==> config.mk <==
export PLATFORM = sky130hd
export DESIGN_NAME = rgb_to_grayscale_stream
export DESIGN_NICKNAME = d
export VERILOG_FILES = /design/src/rtl/rgb_gray_pkg.sv /design/src/rtl/rgb_chan_expand.sv /design/src/rtl/rgb_to_grayscale_stream.sv
export SDC_FILE = /design/constraint.sdc
export NUM_CORES = 1
export LEC_CHECK = 0
export CORE_UTILIZATION = 50
export DETAILED_ROUTE_END_ITERATION = 6
export GPL_ROUTABILITY_DRIVEN = 1
export PLACE_DENSITY = 0.76
export SYNTH_ARGS = -nofsm -noshare
export SYNTH_HDL_FRONTEND = slang
export SYNTH_SLANG_ARGS = --single-unit
==> constraint.sdc <==
create_clock -name clk -period 12.4 [get_ports clk]
set_clock_uncertainty 0.15 [all_clocks]
set_input_delay 1.24 -clock clk [delete_from_list [all_inputs] [get_ports clk]]
set_output_delay 1.24 -clock clk [all_outputs]
set_load 0.005 [all_outputs]
==> src/rtl/rgb_gray_pkg.sv <==
// Shared constants for the RGB-to-grayscale stream: per-mode channel weights,
// the rounding constant and the conversion mode encoding.
package rgb_gray_pkg;

    typedef enum logic {
        MODE_LUMA = 1'b0,
        MODE_AVG  = 1'b1
    } mode_e;

    // BT.601 luma weights, scaled so the three sum to 256
    localparam logic [7:0] LUMA_WR = 8'd77;
    localparam logic [7:0] LUMA_WG = 8'd150;
    localparam logic [7:0] LUMA_WB = 8'd29;

    localparam logic [7:0] AVG_WR = 8'd85;
    localparam logic [7:0] AVG_WG = 8'd86;
    localparam logic [7:0] AVG_WB = 8'd85;

    localparam logic [16:0] ROUND_CONST = 17'd128;

endpackage

==> src/rtl/rgb_chan_expand.sv <==
// Widens a W-bit colour channel to 8 bits by repeating its bit pattern, so
// full scale maps to 255 and zero stays zero.
module rgb_chan_expand #(
    parameter int W = 5
) (
    input  logic [W-1:0] chan_in,
    output logic [7:0]   chan_out
);

    // Four copies always reach at least 8 bits for W >= 2; keep the top byte
    assign chan_out = 8'({4{chan_in}} >> (4 * W - 8));

endmodule

==> src/rtl/rgb_to_grayscale_stream.sv <==
// Three-stage valid/ready RGB-to-grayscale pipeline with frame sideband.
// Optional threshold mask output is enabled by defining RGB2GRAY_THRESH_EN.
module rgb_to_grayscale_stream
    import rgb_gray_pkg::*;
#(
    parameter int RED_W   = 5,
    parameter int GREEN_W = 6,
    parameter int BLUE_W  = 5,
    parameter int OUT_W   = 12
) (
    input  logic               clk,
    input  logic               rst,
    input  logic [RED_W-1:0]   RED,
    input  logic [GREEN_W-1:0] GREEN,
    input  logic [BLUE_W-1:0]  BLUE,
    input  logic               mode,
    input  logic               sop_in,
    input  logic               eop_in,
    input  logic               valid_in,
    output logic               ready_in,
`ifdef RGB2GRAY_THRESH_EN
    input  logic [7:0]         thresh,
    output logic [0:0]         mask_out,
`endif
    output logic [OUT_W-1:0]   GRAYSCALE,
    output logic               sop_out,
    output logic               eop_out,
    output logic               valid_out,
    input  logic               ready_out,
    output logic [31:0]        pix_count
);

    logic [7:0] r8, g8, b8;

    rgb_chan_expand #(.W(RED_W))   u_exp_r (.chan_in(RED),   .chan_out(r8));
    rgb_chan_expand #(.W(GREEN_W)) u_exp_g (.chan_in(GREEN), .chan_out(g8));
    rgb_chan_expand #(.W(BLUE_W))  u_exp_b (.chan_in(BLUE),  .chan_out(b8));

    logic        s1_valid_q, s1_valid_d, s1_sop_q, s1_sop_d, s1_eop_q, s1_eop_d;
    logic [7:0]  s1_r_q, s1_r_d, s1_g_q, s1_g_d, s1_b_q, s1_b_d;
    mode_e       s1_mode_q, s1_mode_d;
    logic        s2_valid_q, s2_valid_d, s2_sop_q, s2_sop_d, s2_eop_q, s2_eop_d;
    logic [15:0] s2_pr_q, s2_pr_d, s2_pg_q, s2_pg_d, s2_pb_q, s2_pb_d;
    logic        s3_valid_q, s3_valid_d, s3_sop_q, s3_sop_d, s3_eop_q, s3_eop_d;
    logic [7:0]  s3_gray_q, s3_gray_d;
    logic [31:0] pix_count_q, pix_count_d;
    logic        s1_en, s2_en, s3_en, in_xfer, out_xfer;
    logic [7:0]  wr, wg, wb, gray8;
    logic [16:0] sum;
`ifdef RGB2GRAY_THRESH_EN
    logic        mask_q, mask_d;
`endif

    // A stage loads whenever it is empty or its current pixel moves on, so
    // bubbles collapse even while the output is stalled.
    always_comb begin
        s3_en    = !s3_valid_q || ready_out;
        s2_en    = !s2_valid_q || s3_en;
        s1_en    = !s1_valid_q || s2_en;
        ready_in = s1_en && !rst;
        in_xfer  = valid_in && ready_in;
        out_xfer = valid_out && ready_out;

        s1_valid_d = s1_valid_q;
        s1_r_d     = s1_r_q;
        s1_g_d     = s1_g_q;
        s1_b_d     = s1_b_q;
        s1_mode_d  = s1_mode_q;
        s1_sop_d   = s1_sop_q;
        s1_eop_d   = s1_eop_q;
        if (s1_en) begin
            s1_valid_d = in_xfer;
            if (in_xfer) begin
                s1_r_d    = r8;
                s1_g_d    = g8;
                s1_b_d    = b8;
                s1_mode_d = mode_e'(mode);
                s1_sop_d  = sop_in;
                s1_eop_d  = eop_in;
            end
        end

        wr = (s1_mode_q == MODE_AVG) ? AVG_WR : LUMA_WR;
        wg = (s1_mode_q == MODE_AVG) ? AVG_WG : LUMA_WG;
        wb = (s1_mode_q == MODE_AVG) ? AVG_WB : LUMA_WB;

        s2_valid_d = s2_valid_q;
        s2_pr_d    = s2_pr_q;
        s2_pg_d    = s2_pg_q;
        s2_pb_d    = s2_pb_q;
        s2_sop_d   = s2_sop_q;
        s2_eop_d   = s2_eop_q;
        if (s2_en) begin
            s2_valid_d = s1_valid_q;
            if (s1_valid_q) begin
                s2_pr_d  = 16'(wr) * 16'(s1_r_q);
                s2_pg_d  = 16'(wg) * 16'(s1_g_q);
                s2_pb_d  = 16'(wb) * 16'(s1_b_q);
                s2_sop_d = s1_sop_q;
                s2_eop_d = s1_eop_q;
            end
        end

        // Weights sum to at most 256, so the rounded result always fits a byte
        sum   = 17'(s2_pr_q) + 17'(s2_pg_q) + 17'(s2_pb_q) + ROUND_CONST;
        gray8 = 8'(sum >> 8);

        s3_valid_d = s3_valid_q;
        s3_gray_d  = s3_gray_q;
        s3_sop_d   = s3_sop_q;
        s3_eop_d   = s3_eop_q;
`ifdef RGB2GRAY_THRESH_EN
        mask_d     = mask_q;
`endif
        if (s3_en) begin
            s3_valid_d = s2_valid_q;
            if (s2_valid_q) begin
                s3_gray_d = gray8;
                s3_sop_d  = s2_sop_q;
                s3_eop_d  = s2_eop_q;
`ifdef RGB2GRAY_THRESH_EN
                mask_d    = (gray8 >= thresh);
`endif
            end
        end

        pix_count_d = pix_count_q;
        if (out_xfer) begin
            pix_count_d = pix_count_q + 32'd1;
        end
    end

    always_ff @(posedge clk) begin
        if (rst) begin
            s1_valid_q  <= 1'b0;
            s1_r_q      <= '0;
            s1_g_q      <= '0;
            s1_b_q      <= '0;
            s1_mode_q   <= MODE_LUMA;
            s1_sop_q    <= 1'b0;
            s1_eop_q    <= 1'b0;
            s2_valid_q  <= 1'b0;
            s2_pr_q     <= '0;
            s2_pg_q     <= '0;
            s2_pb_q     <= '0;
            s2_sop_q    <= 1'b0;
            s2_eop_q    <= 1'b0;
            s3_valid_q  <= 1'b0;
            s3_gray_q   <= '0;
            s3_sop_q    <= 1'b0;
            s3_eop_q    <= 1'b0;
            pix_count_q <= '0;
`ifdef RGB2GRAY_THRESH_EN
            mask_q      <= 1'b0;
`endif
        end else begin
            s1_valid_q  <= s1_valid_d;
            s1_r_q      <= s1_r_d;
            s1_g_q      <= s1_g_d;
            s1_b_q      <= s1_b_d;
            s1_mode_q   <= s1_mode_d;
            s1_sop_q    <= s1_sop_d;
            s1_eop_q    <= s1_eop_d;
            s2_valid_q  <= s2_valid_d;
            s2_pr_q     <= s2_pr_d;
            s2_pg_q     <= s2_pg_d;
            s2_pb_q     <= s2_pb_d;
            s2_sop_q    <= s2_sop_d;
            s2_eop_q    <= s2_eop_d;
            s3_valid_q  <= s3_valid_d;
            s3_gray_q   <= s3_gray_d;
            s3_sop_q    <= s3_sop_d;
            s3_eop_q    <= s3_eop_d;
            pix_count_q <= pix_count_d;
`ifdef RGB2GRAY_THRESH_EN
            mask_q      <= mask_d;
`endif
        end
    end

    // Outputs are forced quiet during reset so nothing transfers on that cycle
    assign valid_out = s3_valid_q && !rst;
    assign sop_out   = s3_sop_q && !rst;
    assign eop_out   = s3_eop_q && !rst;
    assign GRAYSCALE = rst ? '0 : OUT_W'({s3_gray_q, s3_gray_q} >> (16 - OUT_W));
    assign pix_count = rst ? '0 : pix_count_q;
`ifdef RGB2GRAY_THRESH_EN
    assign mask_out  = rst ? 1'b0 : mask_q;
`endif

endmodule

# After elaboration in Yosys (flattened, before gate mapping)
# Index checks and enable logic that the tools add are counted.
# classes
muxes	5
addsub	4
multipliers	3
reduce_logical	16
# ops
cell	n
$add 16x16->16	2
$add 32x1->32 const B	1
$mux 32	1
$mul 7x8->15	2
$add 16x8->16 const B	1
$mul 8x8->16	1
$mux 12	1
$mux 8	1
$mux 7	1
$logic_and 1x1->1	6
$reduce_and 2->1	3
$mux 5	1
$logic_not 1->1	4
$logic_or 1x1->1	3
# word_totals
register_bits	122

# Depth between registers and ports, before layout
# Gate-level depths: netlist of run 1.
# logic_depth
depth_word	7
depth_mapped	17

# Modules after synthesis
# A second synthesis of run 1 with hierarchy kept.
# hier_totals
cells_unflattened	1135
area_unflattened_um2	9937.0
# modules_own_cells
mod	instances	area_per_inst_um2	cells_each	seq_area_each_um2
rgb_to_grayscale_stream	1	9756.9	1111	2382.3
rgb_chan_expand	3	60.1	8	0.0

# Least setup slack after synthesis of run 1
# Ideal clock, no wire load.
# synth_path
path_kind	flip-flop to flip-flop
startpoint	register s1_mode_q
endpoint	register s2_pb_q[14]
setup_ps	74
synth_period_minus_slack_ps	4106
path_slack_ps	8294
arrival_time_ps	3882
path_stages_with_launch	16
cell_sequence	dfxtp_1 -> clkbuf_1 -> nor2b_1 -> ha_1 -> inv_1 -> fa_1 -> fa_1 -> fa_1 -> inv_1 -> ha_1 -> o21ai_0 -> a21boi_0 -> a21oi_2 -> o21ai_1 -> or4_1 -> a31oi_1
# synth_between
elab_chain_cells	2
# synth_rtl
element	line_no	source
start: declaration	rgb_to_grayscale_stream.sv:41	mode_e s1_mode_q, s1_mode_d;
start signal: assignment	rgb_to_grayscale_stream.sv:161	s1_mode_q <= s1_mode_d;
$mux 7	rgb_to_grayscale_stream.sv:85	wb = (s1_mode_q == MODE_AVG) ? AVG_WB : LUMA_WB;
$mul 7x8->15	rgb_to_grayscale_stream.sv:98	s2_pb_d = 16'(wb) * 16'(s1_b_q);
end signal: assignment	rgb_to_grayscale_stream.sv:167	s2_pb_q <= s2_pb_d;
end: declaration	rgb_to_grayscale_stream.sv:43	logic [15:0] s2_pr_q, s2_pr_d, s2_pg_q, s2_pg_d, s2_pb_q, s2_pb_d;
# No other way between the ends.
# A chain may end at the register's enable or synchronous reset.

# Final worst setup path of run 1
# Ends and elaborated chain as after synthesis.

==> out/qor.yml, run 1 <==
final_layout:
  final_core_util_pct: 57.4
  final_common_cell: "ha_1"
  multi_input_area_sq_um: 6490
  fin_nets: 1318
  final-seq-area_sq_um: 2220
  n_antenna_cell: 0
  nFillCells: 1624
  finalNonFillerCells: 1332
  final_cell_mix: "ha_1, nand2_1, dfxtp_1, inv_1, clkdlybuf4s50_1"
  drive_above_1_share_pct: 3.45
  final_area_sq_um: 10400
  area_growth_pct: 12.0
cts:
  cts_buffers: 9
  clkTransAtPathRegs_ps: 70
  cts_root_buffer: "clkbuf_16"
  clk_latency_ps: 360
  cts_tree: "built"
  hold_buffers: 0
  post-cts-setup-buffers: 0
  clock_path_buffers: 2
  clock-sinks: 111
  cts_resized: 0
  cts_max_level: 3
yosys:
  synthCells: 1056
  synth_top_area_share_pct: 24.0
  async_flop_share_pct: 0
  yosysWarnings: 0
  synth-main-ff-cell: "dfxtp_1"
  avgSynthCellArea_sq_um: 8.77
  synth_area_leaders: "dfxtp_1, ha_1, fa_1, nand2_1, inv_1"
  synth-edff-count: 0
  synth_area_leader_cell: "dfxtp_1"
  synth-seq-cells: 111
  mappedNetlistArea_sq_um: 9260
  synth_cell_type_count: 67
  ys_seq_area_share_pct: 24.0
routing:
  wirelength_um: 20400
  drtIter0Drc: 407
  vias_per_cell: 5.51
  drcViolationCount: 10
  wire_per_inst_um: 15.3
  drt.antenna.violating_nets: 0
  num_vias: 7335
  firstDrtPassIters: 7
critical_path:
  slowest_delay_ps: 1020
  endpoint: "s2_pb_q[14]"
  cp_max_fo: 33
  start_kind: "register"
  cpLargestDelayFamily: "adder cells"
  path_cells: "and2_1 -> ha_1 -> inv_1 -> fa_1 -> fa_1 -> fa_1 -> inv_1 -> ha_1 -> o21ai_0 -> a21boi_0 -> a21oi_2 -> o21ai_1 -> or4_1 -> a31oi_1"
  r2r_slack_ps: 7610
  required_ps: 12530
  reg2reg_from: "s1_mode_q"
  cp_num_buf_inv: 2
  cp.arrival_ps: 4920
  reg2reg_to: "s2_pb_q[14]"
  startpoint: "s1_mode_q"
  cp.depth: 14
  cp_common_cell: "fa_1"
  crit_type: "register to register"
  rr_worst_depth: 14
  crit_path_end_kind: "register"
  critical_path.slowest_cell: "dfxtp_1"
outcome:
  run_status: "complete, but fails checks"
  violations: "DRC"
placement:
  place_congestion: 0.904
  hpwl_um: 16000
  placed_cell_area_sq_um: 10100
  io_buffer_count: 70
  placedCellCount: 1316
sta:
  fin_setup_tns_ps: 0
  final_max_slew_viol_count: 0
  fin_crit_ps: 4790
  period_share_pct: 38.6
  max_freq_mhz: 209
  relSlewSlack_pct: 29.5
  rsz0062_at_grt: "no"
  worstMarginPinSlew_ps: 1060
  setup_viol: 0
  finalHoldViolCount: 0
floorplanning:
  chipWidth_um: 138
  dieArea_sq_um: 19100
  io_pins: 71
  start_util_pct: 51.2
  fp.dieH_um: 138
  core_sq_um: 18100
  rows: 49
grt:
  grt_pass1_vias: 7182
  grt_start_max_net_pins: 87
  gr-usage-all-layers_pct: 22.4
  antenna_found_initial: 0
  grt_overflow: 0
  grt_pass1_wl_um: 34900
flow_run:
  drv_cap: 0
power_and_ir_drop:
  p_per_area_nw_per_um2: 101
  power.leakage_nw: 4.88
  ir_worst_vdd_mv: 0.0734
hold_path:
  min_delay_path_depth: 2
  hold_class: "register to register"
==> routing by layer <==
layer / GRT usage (%) / vias to the layer above / share of wire, %
li1: - / 3699 / -
met1: 30.4 / 3483 / 49
met4: 7.51 / 0 / 2.1
met2: 36.7 / 128 / 46
met5: 0 / - / 0
met3: 3.12 / 25 / 3.2
==> cells in the mapped netlist (4+ instances only) <==
library cell / count
fa_1: 57
dfxtp_1: 111
a21oi_1: 65
o21bai_1: 6
nand2_1: 124
a211oi_1: 7
a31oi_1: 7
nand3_1: 51
or3_1: 4
buf_1: 6
o21ai_1: 7
nor2_1: 58
inv_1: 98
nor2b_1: 53
buf_4: 4
ha_1: 140
o211ai_1: 4
and2_1: 14
and3_1: 6
o21ai_0: 22
xnor2_1: 26
clkbuf_1: 24
mux2i_1: 6
nor4b_1: 6
a21o_1: 12
or4_1: 8
o31ai_1: 7
buf_2: 10
xor2_1: 28
nor3_1: 12
nand4_1: 15
==> how the worst min path moves through the flow <==
stage | to | startpoint
6_report | s2_pg_q[7] | s2_pg_q[7]
5_1_grt | s2_pr_q[0] | s2_pr_q[0]
4_1_cts | s2_pg_q[7] | s2_pg_q[7]
3_5_place_dp | s2_pg_q[7] | s2_pg_q[7]
2_1_floorplan | s2_pb_q[7] | s2_pb_q[7]
3_3_place_gp | s2_pb_q[7] | s2_pb_q[7]
==> cell families after synthesis <==
| logic type | after synthesis | synth area share [%] |
|---|---|---|
| AO/OA/AOI/OAI | 167 | 11.5 |
| adder cells (fa/ha/maj) | 197 | 31.2 |
| buffers and inverters | 142 | 6.05 |
| XOR/XNOR | 54 | 5.11 |
| other | 1 | 0.0405 |
| AND/OR/NAND/NOR | 377 | 21.3 |
| multiplexers | 7 | 0.770 |
| flip-flops | 111 | 24.0 |
==> cell type report <==
cell class | instances | area share (%)
tap | 229 | 2.76
timing repair buffer | 73 | 6.95
inverter | 98 | 3.55
multi-input combinational | 805 | 62.5
clock inverter | 7 | 0.615
clock buffer | 9 | 2.17
sequential | 111 | 21.4
==> flip-flops by register name, summed over array words and instances, names as in the netlist, 5 cells and up <==
register	flops
pix_count_q	32
s1_b_q	5
s1_g_q	6
s1_r_q	5
s2_pb_q	15
s2_pg_q	15
s2_pr_q	15
s3_gray_q	8
==> power by group <==
part	switching (mW)	leakage [nW]	total, mW	internal (mW)
Sequential	0.0242	0.904	0.401	0.376
Clock	0.146	0.145	0.287	0.141
Combinational	0.214	3.83	0.364	0.151
Total	0.383	4.88	1.05	0.668
==> through the flow <==
step	total power, mW	hold slack [ps]	worst slack, ps
after CTS	1.06	314	7620
after detailed placement	0.768	303	7640
after global routing	1.13	335	7290
after global placement	0.758	292	7790
after floorplan	0.674	282	8290
final	1.05	310	7610
==> worst reg2reg max path, cell delays in order, from the launching register on <==
cell and delay (ps):
dfxtp_1 1020, and2_1 250, ha_1 170, inv_1 70, fa_1 490, fa_1 510, fa_1 520, inv_1 40
ha_1 330, o21ai_0 160, a21boi_0 150, a21oi_2 190, o21ai_1 80, or4_1 410, a31oi_1 170
Note: power is estimated with default switching activity, not from simulation.
==> run 2, diff against run 1 <==
--- a/config.mk
+++ b/config.mk
@@ -8,7 +8,7 @@
 export CORE_UTILIZATION = 50
 export DETAILED_ROUTE_END_ITERATION = 6
 export GPL_ROUTABILITY_DRIVEN = 1
-export PLACE_DENSITY = 0.76
+export PLACE_DENSITY = 0.79
 export SYNTH_ARGS = -nofsm -noshare
 export SYNTH_HDL_FRONTEND = slang
 export SYNTH_SLANG_ARGS = --single-unit
==> constraint.sdc (replaced) <==
create_clock -name clk -period 4.4 [get_ports clk]
set_clock_uncertainty 0.15 [all_clocks]
set_input_delay 0.44 -clock clk [delete_from_list [all_inputs] [get_ports clk]]
set_output_delay 0.44 -clock clk [all_outputs]
set_load 0.005 [all_outputs]
==> run 2 against run 1 <==
  * The flow still finishes with violations (DRC)
  * Sequential share of layout area down 0.20 points
  * Combinational power rose to 2.9 times the previous value
  * Die area unchanged
  * Worst setup slack worse by 7400 ps
  * Total power rose to 2.9 times the previous value
  * Final area up 1.2%
  * Cell count up 0.90%
  * First-iteration DRC count up 31%
  * Global-route usage up 0.59 points
  * Register-to-register slack worse by 7400 ps
  * Maximum frequency up 16%
  * Critical path type unchanged
==> out/qor.yml, run 2 (synthesis results as in run 1) <==
critical_path:
  required_ps: 4510  # -8020 ps
  crit_type: "register to register"
  crit_path_end_kind: "register"
  startpoint: "s1_mode_q"
  start_kind: "register"
  cp.arrival_ps: 4250  # -670 ps
  cpLargestDelayFamily: "adder cells"
  cp_num_buf_inv: 5  # +3
  reg2reg_from: "s1_mode_q"
  critical_path.slowest_cell: "fa_1"
  path_cells: "and2_1 -> ha_1 -> inv_1 -> fa_1 -> inv_1 -> fa_1 -> inv_1 -> fa_1 -> inv_1 -> ha_1 -> o21a_1 -> o21ai_0 -> inv_1 -> a21oi_1 -> nor4_1 -> a211o_1"
  cp_common_cell: "inv_1"
  slowest_delay_ps: 530  # -490 ps
  cp_max_fo: 15  # -55%
placement:
  hpwl_um: 16200  # +0.69%
  place_congestion: 0.903  # -0.20%
  placed_cell_area_sq_um: 10200  # +0.97%
  io_buffer_count: 70  # unchanged
cts:
  cts_buffers: 9  # unchanged
  clkTransAtPathRegs_ps: 80  # about the same
  cts_tree: "built"
  clk_latency_ps: 360  # about the same
  post-cts-setup-buffers: 0  # unchanged
  clock-sinks: 111  # unchanged
  cts_root_buffer: "clkbuf_16"
  cts_max_level: 3  # unchanged
  clock_path_buffers: 2  # unchanged
final_layout:
  fin_nets: 1331  # +0.99%
  final_core_util_pct: 58.1  # +0.70 points
  area_growth_pct: 13.4
  drive_above_1_share_pct: 4.84  # +1.4 points
  largest_reg_flops: 32  # unchanged
  final_common_cell: "ha_1"
  top_register: "pix_count_q"
  final_cell_mix: "ha_1, nand2_1, dfxtp_1, inv_1, clkdlybuf4s50_1"
  n_antenna_cell: 0  # unchanged
  final_area_sq_um: 10500  # +1.2%
floorplanning:
  core_sq_um: 18100  # unchanged
  io_pins: 71  # unchanged
  rows: 49  # unchanged
  start_util_pct: 51.2  # unchanged
  chipWidth_um: 138  # unchanged
  fp.dieH_um: 138  # unchanged
  dieArea_sq_um: 19100  # unchanged
sta:
  period_share_pct: 94.1  # +56 points
  relSlewSlack_pct: 34.0  # +4.5 points
  final_max_slew_viol_count: 0  # unchanged
  hold_slack_ps: 313  # +2.78 ps
  max_freq_mhz: 241  # +16%
  setup_viol: 0  # unchanged
  rsz0062_at_grt: "no"
  finalHoldViolCount: 0  # unchanged
  fin_setup_tns_ps: 0  # unchanged
  fin_crit_ps: 4140  # -647 ps
  worstMarginPinSlew_ps: 987  # -69.5 ps
power_and_ir_drop:
  power.switching_mw: 1.09  # +180%
  clockPowerShare_pct: 28.3  # +1.0 points
  p_int_mw: 1.95  # +190%
  p_total_mw: 3.04  # +190%
  p_per_area_nw_per_um2: 289  # +190%
  ir_worst_vdd_mv: 0.217  # +200%
  p_sw_share_pct: 35.7  # -0.72 points
  power_frac_comb_pct: 34.7  # about the same
  power.leakage_nw: 4.94  # +1.4%
  pwr-share-seq_pct: 37.0  # -1.1 points
routing:
  vias_per_cell: 5.53  # +0.36%
  drcViolationCount: 12  # +2
  firstDrtPassIters: 7  # unchanged
  wire_per_inst_um: 15.5  # +0.79%
  drtIter0Drc: 534  # +31%
  wl_met1_um: 9860  # -0.65%
  wirelength_um: 20800  # +1.7%
  drt.antenna.violating_nets: 0  # unchanged
  dr_wl_met3_um: 651  # -0.31%
  num_vias: 7428  # +1.3%
  top_layer: "met4"
  wl_met2_um: 9870  # +4.9%
hold_path:
  hold_start: "s2_pg_q[7]"
  hold_class: "register to register"
grt:
  grt_start_max_net_pins: 91  # +4.6%
  grt_overflow: 0  # unchanged
  grt_pass1_wl_um: 35400  # +1.6%
  grt_pass1_vias: 7272  # +1.3%
  antenna_found_initial: 0  # unchanged
  gr-usage-all-layers_pct: 23.0  # +0.59 points
flow_run:
  drv_cap: 0  # unchanged
outcome:
  run_status: "complete, but fails checks"
  violations: "DRC"
## run 2: changes by cell type in the layout (fill, tap and decap cells not counted), sizes merged
cell	before	now
clkinv	4	0
clkinvlp	0	2
bufinv	0	1
buf	4	17
## run 2: layout make-up
cell class                 count  area [sq um]
tap                          229           287
fill                        1608          7580
inverter                      98           368
clock inverter                 6          78.8
multi-input combinational    805          6500
clock buffer                   9           225
timing repair buffer          86           818
sequential                   111          2230
## run 2: worst paths after layout
check	endpoint	slack, ps	depth (start not counted)
worst min-delay path	s2_pg_q[7]	310	2
worst max-delay path	s2_pg_q[11]	260	16
worst max register to register	s2_pg_q[11]	260	16
worst min register to register	s2_pg_q[7]	310	2
## run 2: metrics by stage
stage | std cells | worst slack (ps)
final | 1344 | 258
after global routing | 1344 | 21.0
after CTS | 1344 | 52.0
after detailed placement | 1329 | 76.3
after global placement | 1329 | 173
after floorplan | 1058 | 294
## run 2: timing repair
| item | CTS | global route |
|---|---|---|
| hold buffers | 0 | 0 |
| setup endpoints to repair | 0 | 14 |
| gates resized for setup | 0 | 5 |
## run 2: power groups by stage
stage          clock network, mW  logic [mW]  registers (mW)
5_1_grt                    0.916        1.20            1.13
4_1_cts                    0.876        1.05            1.12
6_report                   0.860        1.05            1.12
3_3_place_gp                   0        1.01            1.14
3_5_place_dp                   0        1.03            1.14
2_1_floorplan                  0       0.776            1.12
## run 2: worst reg2reg max path: stages (launching register included)
cell	delay (ps)
dfxtp_4	400
and2_1	180
ha_1	270
inv_1	50
fa_1	470
inv_1	50
fa_1	510
inv_1	60
fa_1	530
inv_1	40
ha_1	340
o21a_1	190
o21ai_0	200
inv_1	90
a21oi_1	190
nor4_1	70
a211o_1	250
## run 2: metal layers
layer	track usage, %	vias up
met3	2.56	28
met1	30.9	3541
met4	6.92	0
met5	0	-
met2	38.9	136
li1	-	3723
==> RTL change 1, RTL diff (settings of run 2) <==
Build with the macro `RGB2GRAY_THRESH_EN` defined.
--- a/src/rtl/rgb_to_grayscale_stream.sv
+++ b/src/rtl/rgb_to_grayscale_stream.sv
@@ -1,5 +1,7 @@
 // Three-stage valid/ready RGB-to-grayscale pipeline with frame sideband.
 // Optional threshold mask output is enabled by defining RGB2GRAY_THRESH_EN.
+`define RGB2GRAY_THRESH_EN
+
 module rgb_to_grayscale_stream
     import rgb_gray_pkg::*;
 #(
Interface: changed (added mask_out and thresh); port bits go from 71 to 80. No check against the original RTL was run, so the function may have changed too.
==> RTL change 1 against run 2 <==
Worst setup slack lost 0.15 ns. Routed wire length grew 1.6%. Combinational power grew 10%. Utilization grew 1.4 points. Non-clock buffer count grew 28. Sequential cell count grew 1. Final area grew 6.3%. Die area grew 3.6%. Count of clock-buffer cells in the layout is the same. Synthesized area grew 3.6%. Total power grew 3.2%. Cell count grew 9.3%. Hold slack lost 0.011 ns. Sequential share of layout area shrank 1.1 points. Largest cell class unchanged.
==> RTL change 1: results (changes against run 2) <==
Cell Area, Placed=10700 um^2 (+5.3%); PostCTS Resize Cnt=1 (+1); GR Util met2=38.6% (-0.25 points); routed wire length on met3=670 um (+2.9%); status=finished, final reports clean; WP data arrival=4.34 ns (+0.09 ns); port buffer count=79 (+13%); met3 global-route usage=3.56% (+0.99 points); crit path launch=s1_mode_q; 1st-pass router iterations=5 (-2); nets@finish=1470 (+10%); r2r setup slk=0.11 ns (-0.15 ns); GR Util met1=28.7% (-2.2 points); routed wl met2=10.1 mm (+2.0%); sequential area share after synthesis=23.4% (-0.63 points); FF-to-FF End=s2_pr_q[13]; Hold Startpoint=s3_sop_q; Metal-1 WL=10.0 mm (+1.8%); HPWL after DPL=16.1 mm (-0.43%); Synth top cells by count=inv_1, ha_1, nand2_1; largest net degree at the start of global routing=92 (+1.1%); peak supply drop=258 uV (+19%); first-pass GRT wire length=35.6 mm (+0.49%); final WL=21.1 mm (+1.6%); top post-synthesis cells by area=dfxtp_1, ha_1, fa_1; share of cells above drive strength 1=5.91% (+1.1 points); vias=7750 (+4.3%); Post-Syn Instances=1150 (+8.9%); Synth cell types=56 (-16%); WHS Endpoint=s3_sop_q; CP peak stage delay=0.55 ns (+0.02 ns); vias in the first global route=7652 (+5.2%); top fanout value on the critical path=11 (-4); Worst Tran Pin Value=0.958 ns (-0.0287 ns); 1st-iter DRT viols=498 (-6.7%)
RTL change 1: cell count changes after synthesis, moves of 8 or more:
| cell | delta |
|---|---|
| o21ai_0 | +9 |
| inv_1 | +72 |
| ha_1 | +11 |
| or3_1 | +8 |
RTL change 1: area by class of cell:
class,count,area [um^2]
fillers,1613,7600
multi-input cells,822,6600
flip-flops and latches,112,2250
repair buffers,114,1080
inverters,171,642
well taps,234,293
clock buffers,9,225
clock inverters,7,85.1
RTL change 1: cell families (layout without fill, tap and decap cells):
kind of cell	Yosys count	after routing	share of synthesized area (%)
multiplexers	3	3	0.313
AND/OR/NAND/NOR	387	387	20.0
AO/OA/AOI/OAI	167	167	10.7
buffers and inverters	217	301	8.85
other	1	2	0.0391
flip-flops	112	112	23.4
adder cells (fa/ha/maj)	209	209	31.8
XOR/XNOR	54	54	4.93
RTL change 1: metrics by stage:
stage	power [W]	setup slack (ns)	utilization (%)	std cells
2_1_floorplan	0.00193	0.0676	-	1151
4_1_cts	0.00311	0.0356	58.8	1465
3_5_place_dp	0.00224	-0.0569	57.1	1449
3_3_place_gp	0.00220	0.108	57.1	1449
6_report	0.00313	0.107	59.5	1469
5_1_grt	0.00337	-0.0729	59.5	1469
RTL change 1: power by group:
part	leakage (nW)	total, W	internal [W]	switching, W
Clock	0.147	0.000863	0.000408	0.000455
Sequential	0.913	0.00111	0.00107	0.0000434
Combinational	4.37	0.00116	0.000513	0.000647
Total	5.43	0.00313	0.00199	0.00115
RTL change 1: worst max-delay path by stage:
stage,slack [ns],cells after the start,end
2_1_floorplan,0.07,17,s2_pb_q[13]
3_3_place_gp,0.11,17,s2_pr_q[13]
3_5_place_dp,-0.06,17,s2_pr_q[13]
4_1_cts,0.04,17,s2_pr_q[13]
5_1_grt,-0.07,16,s2_pr_q[13]
6_report,0.11,16,s2_pr_q[13]
==> RTL change 2, RTL diff (config.mk and constraints of run 2) <==
Made on the original files. Add an input register stage for `mode`, without a reset; this delays it by one clock. The other inputs are not delayed to match.
--- a/src/rtl/rgb_to_grayscale_stream.sv
+++ b/src/rtl/rgb_to_grayscale_stream.sv
@@ -29,6 +29,12 @@
     input  logic               ready_out,
     output logic [31:0]        pix_count
 );
+
+    logic mode_q;
+
+    always_ff @(posedge clk) begin
+        mode_q <= mode;
+    end
 
     logic [7:0] r8, g8, b8;
 
@@ -74,7 +80,7 @@
                 s1_r_d    = r8;
                 s1_g_d    = g8;
                 s1_b_d    = b8;
-                s1_mode_d = mode_e'(mode);
+                s1_mode_d = mode_e'(mode_q);
                 s1_sop_d  = sop_in;
                 s1_eop_d  = eop_in;
             end
Formal check against the unedited RTL: not equivalent (a bounded check fails within 4 cycles, from zero or initial values and one cycle with rst high).
==> RTL change 2 against run 2 <==
The run still ends with design-rule violations left. Critical path depth shrank 1. Total power grew 0.44%. Routed wire length grew 3.2%. Via count grew 3.2%. Worst setup slack lost 0.049 ns. Synthesized area grew 0.89%. Non-clock buffer count grew 1. Sequential cell count grew 1. Clock power shrank 1%. Utilization grew 0.54 points. Final area grew 1.3%. Largest cell class unchanged.
==> RTL change 2: results (changes against run 2) <==
peak supply drop=203 uV (-6.3%); first-pass GRT wire length=36.8 mm (+4.0%); 1st-iter DRT viols=394 (-26%); vias in the first global route=7754 (+6.6%); worst slack at placement=0.0840 ns (+0.00763 ns); sequential area share after synthesis=24.0% (about the same); nets@finish=1349 (+1.4%); DR vias/cell=5.63 (+1.8%); failing checks=design-rule violations; final WL=21.4 mm (+3.2%); Critical Path End=s2_pb_q[11]; Post-Syn Instances=1073 (+1.6%); WP data arrival=4.36 ns (+0.11 ns); top post-synthesis cells by area=dfxtp_1, ha_1, fa_1; total track usage=23.6% (+0.60 points); min cycle time layout=4.19 ns (+0.0494 ns); fin cells=1363 (+1.4%); Synth cell types=67 (unchanged); HPWL after DPL=16.6 mm (+2.5%); top fanout value on the critical path=7 (-8); share of cells above drive strength 1=5.38% (+0.54 points); worst reg2reg path depth=15 (-1); Remaining DRCs=6 (-6); status=finished with violations; Post-synth EDFFs=0 (unchanged); leak pwr=5.04 nW (+2.1%); r2r setup slk=0.21 ns (-0.05 ns); GPL Wtd Cong=0.888 (-1.6%); relative slew slack=37.1% (+3.1 points); largest net degree at the start of global routing=84 (-7.7%); Synth top cells by count=ha_1, nand2_1, dfxtp_1; sw power=0.00112 W (+3.4%); crit path launch=s1_b_q[2]
## RTL change 2: stage by stage
step                instance area (um^2)   TNS, ns  hold WS [ns]
global placement                   10300         0         0.254
global route                       10600  -0.00201         0.286
detailed placement                 10300         0         0.253
CTS                                10600         0         0.271
floorplan                           9350         0         0.242
finish                             10600         0         0.260
## RTL change 2: area by class of cell
cell class | count | area [um^2]
clock buffer | 9 | 225
clock inverter | 7 | 76.3
fill | 1570 | 7510
inverter | 96 | 360
multi-input combinational | 823 | 6580
sequential | 112 | 2250
tap | 229 | 287
timing repair buffer | 87 | 856
## RTL change 2: per-layer routing
layer	part of all wire, %	wire length (um)	vias to the layer above	global-route usage [%]
li1	-	-	3789	-
met1	44	9490	3691	29.2
met2	49	10500	149	41.0
met3	3.6	772	40	3.42
met4	3.3	709	0	9.94
met5	0	0	-	0
## RTL change 2: worst min path at each step
stage                 from   endpoint  slack (ns)  depth (start not counted)
CTS                 mode_q  s1_mode_q        0.27                          2
floorplan           mode_q  s1_mode_q        0.24                          2
detailed placement  mode_q  s1_mode_q        0.25                          2
finish              mode_q  s1_mode_q        0.26                          2
global route        mode_q  s1_mode_q        0.29                          2
global placement    mode_q  s1_mode_q        0.25                          2
## RTL change 2: power groups by stage
stage	logic [W]	clock network, W	registers [W]
3_5_place_dp	0.00104	0	0.00115
3_3_place_gp	0.00101	0	0.00115
5_1_grt	0.00122	0.000902	0.00114
4_1_cts	0.00105	0.000858	0.00113
6_report	0.00107	0.000850	0.00113
2_1_floorplan	0.000776	0	0.00113
## RTL change 2: cells by family after synthesis
logic type	count (synthesis)	share of synthesized area [%]
and+or+nand+nor	400	22.1
other	1	0.0401
buffers and inverters	140	5.92
DFF	112	24.0
AOI/OAI and AO/OA	166	11.6
adders and majority gates	197	31.0
xor gates and xnor gates	52	4.87
muxes	5	0.549
## RTL change 2: worst max-delay path, cell delays in order (launching register included)
cell      delay [ns]
dfxtp_2         0.41
inv_1           0.12
nor2_1          0.14
ha_1            0.25
ha_1            0.27
inv_1           0.05
fa_1            0.53
inv_1           0.06
fa_1            0.45
ha_1            0.37
a21o_1          0.21
a21oi_2         0.18
o21bai_1        0.10
a31o_2          0.28
or4b_1          0.47
nand3_1         0.09
